$ cat src/rtl/qpsk_timing_control_mc_if.sv
// ---------------------------------------------------------------------------
// qpsk_timing_control_mc_if
// Bundles the strobes and status outputs of the QPSK timing controller.
//   sample_pulse       : one-cycle CIC output strobe
//   one_sec_pulse      : PPS level, already synchronised to clk
//   enable             : 0 freezes the controller
//   cic_pulse_counter  : running sample count since last PPS edge
//   captured_count     : sample count of the previous complete second
//   capture_valid      : one-cycle strobe, captured_count updated
//   write              : one-cycle symbol-slot strobe
//   slot_index         : slot number since last PPS edge
//   pps_locked         : PPS qualified
//   pps_missing        : count overran the tolerance window without PPS
// master drives the inputs (stimulus side), slave is the controller.
// ---------------------------------------------------------------------------
interface qpsk_timing_control_mc_if #(
    parameter int CNT_W  = 16,
    parameter int SLOT_W = 10
);
    logic              sample_pulse;
    logic              one_sec_pulse;
    logic              enable;
    logic [CNT_W-1:0]  cic_pulse_counter;
    logic [CNT_W-1:0]  captured_count;
    logic              capture_valid;
    logic              write;
    logic [SLOT_W-1:0] slot_index;
    logic              pps_locked;
    logic              pps_missing;

    modport master (
        output sample_pulse, one_sec_pulse, enable,
        input  cic_pulse_counter, captured_count, capture_valid,
               write, slot_index, pps_locked, pps_missing
    );

    modport slave (
        input  sample_pulse, one_sec_pulse, enable,
        output cic_pulse_counter, captured_count, capture_valid,
               write, slot_index, pps_locked, pps_missing
    );
endinterface

$ cat src/rtl/qpsk_timing_control_mc.sv
// ---------------------------------------------------------------------------
// qpsk_timing_control_mc
// Counts CIC sample strobes between PPS rising edges, captures each second's
// total, generates PPS-aligned symbol-slot write strobes every SLOT_LEN
// samples, qualifies PPS lock and flags a missing PPS.
//   clk  : system clock
//   rst  : synchronous reset, active-high
//   bus  : qpsk_timing_control_mc_if.slave (strobes in, counters/status out)
// ---------------------------------------------------------------------------
module qpsk_timing_control_mc #(
    parameter int CNT_W     = 16,
    parameter int SLOT_LEN  = 40,
    parameter int SLOT_W    = 10,
    parameter int NOM_COUNT = 50,
    parameter int TOL       = 2,
    parameter int LOCK_N    = 3
) (
    input  logic                      clk,
    input  logic                      rst,
    qpsk_timing_control_mc_if.slave   bus
);
    localparam int LK_W = $clog2(LOCK_N + 1);
    localparam int PH_W = $clog2(SLOT_LEN);

    localparam logic [CNT_W-1:0] CNT_LO   = CNT_W'(NOM_COUNT - TOL);
    localparam logic [CNT_W-1:0] CNT_HI   = CNT_W'(NOM_COUNT + TOL);
    localparam logic [LK_W-1:0]  LOCK_MAX = LK_W'(LOCK_N);
    localparam logic [PH_W-1:0]  PH_LAST  = PH_W'(SLOT_LEN - 1);

    typedef enum logic {SEARCH, LOCKED} lock_state_t;

    lock_state_t       state_q, state_n;
    logic [LK_W-1:0]   lock_cnt_q, lock_cnt_n;
    logic              pps_d;
    logic              first_seen;
    logic [CNT_W-1:0]  cnt_q;
    logic [CNT_W-1:0]  cap_q;
    logic              cv_q;
    logic [PH_W-1:0]   phase_q;
    logic [SLOT_W-1:0] idx_q;
    logic              wr_q;
    logic              missing_q;

    logic pps_edge, qualify, in_range, overrun;

    assign pps_edge = bus.enable & bus.one_sec_pulse & ~pps_d;
    assign qualify  = pps_edge & first_seen;
    assign in_range = (cnt_q >= CNT_LO) && (cnt_q <= CNT_HI);
    // The sample that would push the count past the window, with no edge.
    assign overrun  = bus.enable & ~pps_edge & bus.sample_pulse & (cnt_q >= CNT_HI);

    always_comb begin
        state_n    = state_q;
        lock_cnt_n = lock_cnt_q;
        if (qualify) begin
            if (in_range) begin
                lock_cnt_n = (lock_cnt_q >= LOCK_MAX) ? LOCK_MAX : lock_cnt_q + LK_W'(1);
                if (lock_cnt_n == LOCK_MAX) begin
                    state_n = LOCKED;
                end
            end else begin
                lock_cnt_n = '0;
                state_n    = SEARCH;
            end
        end else if (overrun) begin
            lock_cnt_n = '0;
            state_n    = SEARCH;
        end
    end

    always_ff @(posedge clk) begin
        if (rst) begin
            state_q    <= SEARCH;
            lock_cnt_q <= '0;
            pps_d      <= 1'b1;
            first_seen <= 1'b0;
            cnt_q      <= '0;
            cap_q      <= '0;
            cv_q       <= 1'b0;
            phase_q    <= '0;
            idx_q      <= '0;
            wr_q       <= 1'b0;
            missing_q  <= 1'b0;
        end else begin
            pps_d      <= bus.one_sec_pulse;
            state_q    <= state_n;
            lock_cnt_q <= lock_cnt_n;
            cv_q       <= 1'b0;
            wr_q       <= 1'b0;
            if (bus.enable) begin
                if (pps_edge) begin
                    // A coincident sample opens the new second and its first slot.
                    cap_q      <= cnt_q;
                    cv_q       <= first_seen;
                    first_seen <= 1'b1;
                    cnt_q      <= CNT_W'(bus.sample_pulse);
                    phase_q    <= PH_W'(bus.sample_pulse);
                    idx_q      <= '0;
                    missing_q  <= 1'b0;
                end else if (bus.sample_pulse) begin
                    if (cnt_q != '1) begin
                        cnt_q <= cnt_q + CNT_W'(1);
                    end
                    if (overrun) begin
                        missing_q <= 1'b1;
                    end
                    if (phase_q == PH_LAST) begin
                        phase_q <= '0;
                        wr_q    <= 1'b1;
                        idx_q   <= idx_q + SLOT_W'(1);
                    end else begin
                        phase_q <= phase_q + PH_W'(1);
                    end
                end
            end
        end
    end

    assign bus.cic_pulse_counter = cnt_q;
    assign bus.captured_count    = cap_q;
    assign bus.capture_valid     = cv_q;
    assign bus.write             = wr_q;
    assign bus.slot_index        = idx_q;
    assign bus.pps_locked        = (state_q == LOCKED);
    assign bus.pps_missing       = missing_q;
endmodule

$ cat src/flat_wrapper.sv
// flat-port wrapper written by rule: the top's interface ports become plain ports
module qpsk_timing_control_mc_flat 
#(
    parameter int CNT_W     = 16,
    parameter int SLOT_LEN  = 40,
    parameter int SLOT_W    = 10,
    parameter int NOM_COUNT = 50,
    parameter int TOL       = 2,
    parameter int LOCK_N    = 3
)
  (clk, rst, bus_sample_pulse, bus_one_sec_pulse, bus_enable, bus_cic_pulse_counter, bus_captured_count, bus_capture_valid, bus_write, bus_slot_index, bus_pps_locked, bus_pps_missing);
  qpsk_timing_control_mc_if #(.CNT_W(CNT_W), .SLOT_W(SLOT_W)) bus_i ();
  input  logic clk;
  input  logic rst;
  input wire logic [$bits(bus_i.sample_pulse)-1:0] bus_sample_pulse;
  input wire logic [$bits(bus_i.one_sec_pulse)-1:0] bus_one_sec_pulse;
  input wire logic [$bits(bus_i.enable)-1:0] bus_enable;
  output wire logic [$bits(bus_i.cic_pulse_counter)-1:0] bus_cic_pulse_counter;
  output wire logic [$bits(bus_i.captured_count)-1:0] bus_captured_count;
  output wire logic [$bits(bus_i.capture_valid)-1:0] bus_capture_valid;
  output wire logic [$bits(bus_i.write)-1:0] bus_write;
  output wire logic [$bits(bus_i.slot_index)-1:0] bus_slot_index;
  output wire logic [$bits(bus_i.pps_locked)-1:0] bus_pps_locked;
  output wire logic [$bits(bus_i.pps_missing)-1:0] bus_pps_missing;
  assign bus_i.sample_pulse = bus_sample_pulse;
  assign bus_i.one_sec_pulse = bus_one_sec_pulse;
  assign bus_i.enable = bus_enable;
  assign bus_cic_pulse_counter = bus_i.cic_pulse_counter;
  assign bus_captured_count = bus_i.captured_count;
  assign bus_capture_valid = bus_i.capture_valid;
  assign bus_write = bus_i.write;
  assign bus_slot_index = bus_i.slot_index;
  assign bus_pps_locked = bus_i.pps_locked;
  assign bus_pps_missing = bus_i.pps_missing;
  qpsk_timing_control_mc #(.CNT_W(CNT_W), .SLOT_LEN(SLOT_LEN), .SLOT_W(SLOT_W), .NOM_COUNT(NOM_COUNT), .TOL(TOL), .LOCK_N(LOCK_N)) u_core (.clk(clk), .rst(rst), .bus(bus_i));
endmodule
$ cat config.mk
export PLATFORM = sky130hd
export DESIGN_NAME = qpsk_timing_control_mc_flat
export DESIGN_NICKNAME = d
export VERILOG_FILES = /design/src/rtl/qpsk_timing_control_mc_if.sv /design/src/rtl/qpsk_timing_control_mc.sv /design/src/flat_wrapper.sv
export SDC_FILE = /design/constraint.sdc
export NUM_CORES = 1
export LEC_CHECK = 0
export CAP_MARGIN = 10
export CORE_ASPECT_RATIO = 0.75
export CORE_MARGIN = 5
export CORE_UTILIZATION = 29
export DETAILED_ROUTE_END_ITERATION = 10
export GPL_TIMING_DRIVEN = 0
export PLACE_DENSITY = 0.52
export SLEW_MARGIN = 20
export SYNTH_ARGS = -nofsm -noshare
export SYNTH_HDL_FRONTEND = slang
export SYNTH_SLANG_ARGS = --single-unit
$ cat constraint.sdc
create_clock -name clk -period 2.46 [get_ports clk]
set_input_delay 0.492 -clock clk [delete_from_list [all_inputs] [get_ports clk]]
set_output_delay 0.492 -clock clk [all_outputs]
set_load 0.005 [all_outputs]
==> qor.txt <==
Number of setup violations in the final report: 0
Final std cells w/o fill: 470
Synth cell count leaders: dfxtp_1, nand2_1, a21oi_1, nand3_1, clkbuf_1
Die Y: 90.5 um
Clock sink total: 56
Dpl cell area: 3130 um2
Sequential fraction of the synthesis area: 44.7%
Kind of end point of the critical path: register
Hold Buf Count CTS: 0
Initial DRC Count: 178
Routed len/inst: 14.9 um
Yosys Warn Count: 0
Worst hold margin: 0.456 ns
Syn_area_per_cell: 8.20 um2
FF+latch count, synth: 56
Layout Nets: 370
Area Overhead vs Synth: 31.1%
Max Clk Rate: 445 MHz
Vias in the first global route: 2309
Max Cap Viol: 0
Fin area: 3290 um2
First-pass GRT wire length: 11.9 mm
Initial Util: 29.7%
Area fraction of the dominant cell type after synthesis: 44.7%
Io pins: 51
VDD IR max: 0.282 mV
Yosys cell types: 42
WP data arrival: 2.47 ns
TritonCTS clock tree: done
Crit path launch type: input port
Final worst-path cycle share: 91.3%
Worst-Skew Late Latency: 0.29 ns
Mapped Nets: 315
CP max FO: 10
Synth area leader: dfxtp_1
ANT nets after route: 0
Required @ worst endpoint: 2.68 ns
Clock Tree Buf Depth: 2
Proportion of layout cells with a drive suffix above 1: 6.08%
Via count: 2419
Gate Count Post-Synth: 306
HP Class: reg -> reg
Pwr per Cell Area: 518 nW/um2
Area contributors post-synth: dfxtp_1, a21oi_1, nand2_1
Antenna violations before repair: 0
Slew headroom: 56.5%
Number of CTS-inserted buffers: 5
CTS clock-pin slew for the worst setup and hold paths: 0.07 ns
Final Hold Violating Endpoints: 0
RSZ-0062 raised after global routing: false
Core Footprint: 8450 um2
Rows: 29
Drt total wl: 7.01 mm
Die Span X: 117 um
Vias per cell: 5.15
Critical path class: in -> reg
Min Tclk post-route: 2.25 ns
Root Buffer: clkbuf_16
Antenna diode count: 0
Drt drc: 0
Final Util: 38.9%
Setup Skew: 0.00595 ns
Outcome: finished clean
Gpl congestion: 0.779
Number of synthesized flops with an enable pin: 0
GRT Util Overall: 13.2%
IO buf count: 49
Max Transition Viols Final: 0
LEAKAGE: 0.00102 uW
Ys flop type: dfxtp_1
Worst-margin pin slew: 0.647 ns
Pin count of the biggest net entering global routing: 17
Placed Cells incl. Taps: 463
Final Power: 1700 uW
Grt total ovfl: 0
Async S/R FF share, synth: 0%
Post-Synthesis Cell Area: 2510 um2
Die area: 10600 um2
Max H-tree Level: 2
Post-DP HPWL: 5.10 mm
First-pass DRT Iterations: 5
Cell with the most instances after synthesis: dfxtp_1
==> layout by cell type, fill, tap and decap left out, types with 4 or more instances in the layout <==
cell type	count
a21oi_1	39
clkbuf_1	12
clkbuf_16	5
clkdlybuf4s50_1	49
dfxtp_1	56
ha_1	4
inv_1	10
nand2_1	48
nand3_1	16
nand4_1	7
nor2_1	13
nor3_1	5
nor4_1	4
o21a_1	4
o21ai_0	10
o31ai_1	10
or2_2	4
or3_1	11
or4_1	11
==> what timing repair did <==
action	in CTS	in global routing
pin swaps	0	0
gates resized for setup	1	2
setup buffers	0	0
setup endpoints to repair	9	17
endpoints found under the hold margin	0	0
==> layout make-up <==
cell class / instances / area (um2)
buffer: 18 / 75.1
clock buffer: 6 / 139
clock inverter: 2 / 10.0
fill: 886 / 5170
inverter: 10 / 37.5
multi-input combinational: 221 / 1280
sequential: 56 / 1120
tap: 108 / 135
timing repair buffer: 49 / 490
==> final timing paths <==
path,startpoint,endpoint,slack [ns],cells after the start
max,bus_enable,u_core.bus.slot_index[6],0.21,7
min,u_core.bus.captured_count[8],u_core.bus.captured_count[8],0.46,2
max reg2reg,u_core.bus.cic_pulse_counter[0],u_core.bus.cic_pulse_counter[11],0.25,6
min reg2reg,u_core.bus.captured_count[8],u_core.bus.captured_count[8],0.46,2
==> metrics by stage <==
step | TNS (ns) | setup slack [ns]
after detailed placement | -6.32 | -0.326
after global routing | 0 | 0.0366
after global placement | -6.45 | -0.331
after floorplan | 0 | 0.605
after CTS | 0 | 0.0116
final | 0 | 0.213
==> critical path: stages <==
cell and delay, ns:
clkdlybuf4s50_1 0.59, and3b_1 0.19, clkbuf_1 0.26, a31oi_2 0.14, clkbuf_1 0.26, or3_1 0.39
a21oi_1 0.14
==> routing by layer <==
layer	GRT usage [%]	vias to the layer above	share of wire [%]
met1	19.3	1151	52
met4	3.00	0	0.80
met5	0	-	0
met2	19.3	42	43
met3	3.32	5	4.3
li1	-	1221	-
==> flip-flops by register name (all words and copies together) (netlist names) <==
register / cells
u_core.bus.captured_count: 16
u_core.bus.slot_index: 10
u_core.first_seen: 1
u_core.bus.capture_valid: 1
u_core.lock_cnt_q: 2
u_core.bus.pps_missing: 1
u_core.bus.pps_locked: 1
u_core.bus.cic_pulse_counter: 16
u_core.phase_q: 6
u_core.pps_d: 1
u_core.bus.write: 1
==> report_power, final <==
group / internal [uW] / switching, uW / total, uW
sequential: 911 / 7.26 / 918
clock: 402 / 316 / 718
combinational: 22.1 / 45.5 / 67.6
total: 1340 / 369 / 1700
==> kinds of logic after synthesis <==
kind of cell / synth area share, %
simple gates: 27.8
compound gates: 18.7
buf+inv: 4.54
flops: 44.7
fa+ha+maj: 2.00
mux: 1.20
xor+xnor: 1.05
(Power assumes the default switching activity.)
